File: src/rtl/router_pkg.sv
// ============================================================================
// Module  : router_pkg
// Brief   : Shared router defaults and the per-channel timeout state type.
// Revision: 1.0
// ============================================================================
`default_nettype none

package router_pkg;

    localparam int ROUTER_NUM_CH   = 3;
    localparam int ROUTER_AW       = 2;
    localparam int ROUTER_TIMEOUT  = 30;

    typedef enum logic [0:0] {
        TMR_COUNT = 1'b0,
        TMR_FLUSH = 1'b1
    } tmr_state_e;

endpackage : router_pkg

`default_nettype wire

File: src/rtl/router_sync_timer.sv
// ============================================================================
// Module  : router_sync_timer
// Brief   : Per-channel stall timer; pulses soft_rst for one cycle on timeout.
// Revision: 1.0
// ============================================================================
`default_nettype none

module router_sync_timer
    import router_pkg::*;
#(
    parameter int TIMEOUT = ROUTER_TIMEOUT
) (
    input  logic clk,
    input  logic rst,
    input  logic valid,
    input  logic rd_en,
    output logic soft_rst
);

    localparam int TW = $clog2(TIMEOUT + 1);

    tmr_state_e      state_q, state_d;
    logic [TW-1:0]   timer_q, timer_d;

    always_ff @(posedge clk or negedge rst) begin
        if (!rst) begin
            state_q <= TMR_COUNT;
            timer_q <= '0;
        end else begin
            state_q <= state_d;
            timer_q <= timer_d;
        end
    end

    // Any read or an empty FIFO restarts the count; the flush cycle ignores rd_en.
    always_comb begin
        state_d = state_q;
        timer_d = timer_q;
        case (state_q)
            TMR_COUNT: begin
                if (valid && !rd_en) begin
                    if (timer_q == TW'(TIMEOUT - 1)) begin
                        state_d = TMR_FLUSH;
                        timer_d = '0;
                    end else begin
                        timer_d = timer_q + TW'(1);
                    end
                end else begin
                    timer_d = '0;
                end
            end
            TMR_FLUSH: begin
                state_d = TMR_COUNT;
                timer_d = '0;
            end
            default: begin
                state_d = TMR_COUNT;
                timer_d = '0;
            end
        endcase
    end

    always_comb begin
        soft_rst = (state_q == TMR_FLUSH);
    end

endmodule : router_sync_timer

`default_nettype wire

File: src/rtl/router_sync_nch.sv
// ============================================================================
// Module  : router_sync_nch
// Brief   : N-channel router synchronizer: address latch, write steering,
//           full-flag mux, valid flags and per-channel stall soft resets.
// Revision: 1.0
// ============================================================================
`default_nettype none

module router_sync_nch
    import router_pkg::*;
#(
    parameter int NUM_CH  = ROUTER_NUM_CH,
    parameter int AW      = ROUTER_AW,
    parameter int TIMEOUT = ROUTER_TIMEOUT
) (
    input  logic              clk,
    input  logic              rst,
    input  logic              det_addr,
    input  logic [AW-1:0]     din,
    input  logic              wr_en_reg,
    input  logic [NUM_CH-1:0] full,
    input  logic [NUM_CH-1:0] empty,
    input  logic [NUM_CH-1:0] rd_en,
    output logic [NUM_CH-1:0] wr_en,
    output logic              fifo_full,
    output logic [NUM_CH-1:0] valid_out,
    output logic [NUM_CH-1:0] soft_rst,
    output logic              addr_err
);

    logic [AW-1:0] addr_q;
    logic          addr_vld_q;
    logic          addr_err_q;
    logic          din_in_range;

    assign din_in_range = (int'(din) < NUM_CH);

    always_ff @(posedge clk or negedge rst) begin
        if (!rst) begin
            addr_q     <= '0;
            addr_vld_q <= 1'b0;
            addr_err_q <= 1'b0;
        end else begin
            addr_err_q <= det_addr && !din_in_range;
            if (det_addr) begin
                addr_q     <= din;
                addr_vld_q <= din_in_range;
            end
        end
    end

    // A bad address leaves addr_vld low, which suppresses both writes and the full flag.
    always_comb begin
        wr_en     = '0;
        fifo_full = 1'b0;
        for (int i = 0; i < NUM_CH; i++) begin
            if (addr_vld_q && (addr_q == AW'(i))) begin
                wr_en[i]  = wr_en_reg;
                fifo_full = full[i];
            end
        end
    end

    assign valid_out = ~empty;
    assign addr_err  = addr_err_q;

    for (genvar g = 0; g < NUM_CH; g++) begin : g_timer
        router_sync_timer #(
            .TIMEOUT (TIMEOUT)
        ) u_timer (
            .clk      (clk),
            .rst      (rst),
            .valid    (valid_out[g]),
            .rd_en    (rd_en[g]),
            .soft_rst (soft_rst[g])
        );
    end

endmodule : router_sync_nch

`default_nettype wire
File: config.mk
export PLATFORM = sky130hd
export DESIGN_NAME = router_sync_nch
export DESIGN_NICKNAME = d
export VERILOG_FILES = /design/src/rtl/router_pkg.sv /design/src/rtl/router_sync_timer.sv /design/src/rtl/router_sync_nch.sv
export SDC_FILE = /design/constraint.sdc
export NUM_CORES = 1
export LEC_CHECK = 0
export ABC_AREA = 1
export CAP_MARGIN = 10
export CORE_MARGIN = 2
export CORE_UTILIZATION = 60
export CTS_CLUSTER_DIAMETER = 120
export DETAILED_ROUTE_END_ITERATION = 8
export DONT_BUFFER_PORTS = 1
export PLACE_DENSITY_LB_ADDON = 0.1
export SYNTH_ARGS = -nofsm -noshare
export SYNTH_HDL_FRONTEND = slang
export SYNTH_SLANG_ARGS = --single-unit
File: constraint.sdc
create_clock -name clk -period 1.39 [get_ports clk]
set_input_delay 0.2085 -clock clk [delete_from_list [all_inputs] [get_ports clk]]
set_output_delay 0.2085 -clock clk [all_outputs]
set_load 0.1 [all_outputs]
==> flow_summary.yaml <==
worst_hold_path:
  hold_depth: 1
  worst_hold_path.endpoint: "addr_q[1]"
  hp-class: "in -> reg"
  min_from: "det_addr"
synth:
  synth_cell_types: 13
  yosysSeqAreaShare_pct: 47.6
  syn_area_mm2: 0.00116
  ys.flop_type: "dfrtp_1"
  yosysMostFrequentCell: "nand2_1"
  synthTopCellsByArea: "dfrtp_1, nand2_1, inv_1"
  postSynth.asyncResetShare_pct: 100
  yosys.area.top_type_share_pct: 47.6
  synth_cells: 142
  synth_area_per_cell_um2: 8.15
  yosysWarnings: 0
  synth_edf_count: 0
  synth_top_area_cell: "dfrtp_1"
  synth_nets: 163
  synth_commonest_cells: "nand2_1, inv_1, dfrtp_1, nor2_1, nand3_1"
  yosys_register_bits: 22
timing:
  fin_skew_ns: 0.00129
  setup_viol: 4
  tightestPinTransition_ns: 0.932
  min_period_over_period_pct: 108
  hold_viol_final: 0
  timing.fmax_ghz: 0.668
  setup-tns-final_ns: -0.365
  slew_headroom_pct: 37.9
  finalCriticalPeriod_ns: 1.50
  layout_setup_ws_ns: -0.106
  finalMaxSlewViolations: 0
  rsz0062_at_grt: "yes"
worst_setup_path:
  rr_endpoint: "g_timer[0].u_timer.timer_q[4]"
  r2r_cells: 6
  worst_setup_path_end_kind: "primary output"
  startpoint: "addr_q[1]"
  worst-path-max-fanout: 3
  critical_path_arrival_ns: 1.29
  crit_chain: "buf_4, nand4_1, nand3_2, buf_12"
  r2r-start: "g_timer[0].u_timer.timer_q[0]"
  start_kind: "register"
  crit_type: "reg -> out"
  crit_slowest_cell: "dfrtp_1"
  r2r_slack_ns: 0.29
  slowest_delay_ns: 0.45
  required_ns: 1.18
clocking:
  clock_insertion_delay_worst_skew_ns: 0.30
  tritoncts: "done"
  cts.root.buffer_cell: "clkbuf_4"
  path_clk_slew_ns: 0.11
  cts_buffers: 3
  htreeDepth: 1
  clk_path_buf_depth: 2
  cts.sinks: 22
power_and_ir_drop:
  ir_worst_vdd_v: 0.000833
  power_leakage_nw: 0.742
  cellPowerDensity_mw_per_mm2: 892
drt:
  num_vias: 878
  routed_via_density: 4.93
  routedWlPerCell_um: 11.2
  dr.first_iter.drc_count: 5
  first_pass_iters: 4
  drc: 0
  finalWirelength_mm: 1.99
  detail-route-antenna-nets: 0
cells_and_area:
  drive_gt1_share_pct: 22.2
  fin_nets: 176
  area_growth_pct: 18.4
  num_antenna_cells: 0
  final_cell_count_no_fill: 178
floorplanning:
  die_w_um: 47.9
  die_area_mm2: 0.00230
  ios: 26
  die_y_um: 47.9
  start_util_pct: 65.6
  std_cell_rows: 15
  core_mm2: 0.00176
placed_design:
  dp.cells: 172
  post-place-ws_ns: 0.143
  post-dp-hpwl_mm: 1.53
  port_buffers: 0
  gp_congestion: 0.769
global_route:
  grt_use_total_pct: 19.6
  antenna_found_initial: 0
  grt_max_degree: 23
  grt_pass1_vias: 825
  overflow: 0
  grt_pass1_wl_mm: 3.14
run:
  drv_cap: 0
run_status:
  outcome: "finished, violations left"
  violations: "negative setup slack"
[cell families after synthesis]
group,after synthesis,share of synthesized area [%]
AO/OA/AOI/OAI,2,0.865
buffers and inverters,33,12.6
adder cells (fa/ha/maj),6,6.49
XOR/XNOR,3,2.27
AND/OR/NAND/NOR,76,30.2
flip-flops,22,47.6
[critical path, delay by kind of cell, from the launching register on]
| family | cells | cell delay (ns) |
|---|---|---|
| AND/OR/NAND/NOR | 2 | 0.20 |
| buffers and inverters | 2 | 0.34 |
| flip-flops | 1 | 0.45 |
[worst max-delay path by stage]
stage / endpoint / slack (ns) / cells past startpoint
floorplan: wr_en[2] / -0.17 / 3
global placement: wr_en[1] / 0.19 / 4
detailed placement: wr_en[1] / 0.14 / 4
CTS: fifo_full / -0.09 / 4
global route: fifo_full / -0.15 / 4
finish: fifo_full / -0.11 / 4
[stage by stage]
| step | util [%] | cell area [µm²] | hold slack, ns | total power [mW] |
|---|---|---|---|---|
| after floorplan | - | 1190 | -0.0871 | 0.870 |
| after global placement | 74.5 | 1310 | -0.0866 | 0.925 |
| after detailed placement | 74.5 | 1310 | -0.0867 | 0.932 |
| after CTS | 77.5 | 1370 | 0.0161 | 1.23 |
| after global routing | 77.7 | 1370 | 0.0213 | 1.27 |
| final | 77.7 | 1370 | 0.0135 | 1.22 |
[registers in the layout, indices dropped and copies added, names as in the netlist]
name and cells:
addr_vld_q 1, g_timer.u_timer.soft_rst 3, addr_err 1, addr_q 2
g_timer.u_timer.timer_q 15
[power breakdown]
part / total [mW] / internal (mW) / switching (mW)
clock network: 0.279 / 0.101 / 0.178
logic: 0.265 / 0.0786 / 0.187
registers: 0.678 / 0.657 / 0.0214
total: 1.22 / 0.837 / 0.386
[area by class of cell]
cell class,count,area (µm²)
Fill cell,134,394
Sequential cell,22,552
Multi-Input combinational cell,87,503
Timing Repair Buffer,14,160
Tap cell,25,31.3
Clock buffer,3,22.5
Inverter,27,101
[repair_timing]
item                                    CTS  global route
gates resized for setup                   3             1
endpoints found under the setup margin    4             5
setup buffers                             2             0
pin swaps                                 1             0
endpoints found under the hold margin    22             0
hold buffers                              1             0
[layer usage]
layer  track usage, %  routed length, µm  up-vias
met4             11.9                 34        0
met1             23.2                814      396
met5                0                  0        -
li1                 -                  -      455
met2             33.6               1060       20
met3             2.64                 77        7
[layout by cell type, fill, tap and decap left out]
master,instances
o21ai_0,2
buf_12,4
inv_1,25
nand2_1,27
xnor2_1,3
nand3_2,2
nor2_4,1
buf_4,9
ha_1,6
clkbuf_4,3
nand4_1,7
dlymetal6s4s_1,1
inv_2,2
nor3_4,2
nor3_2,3
nand3_1,6
dfrtp_2,1
nand2_2,7
dfrtp_1,21
nor2_1,21
No activity file was read; power rests on OpenSTA's default activity.
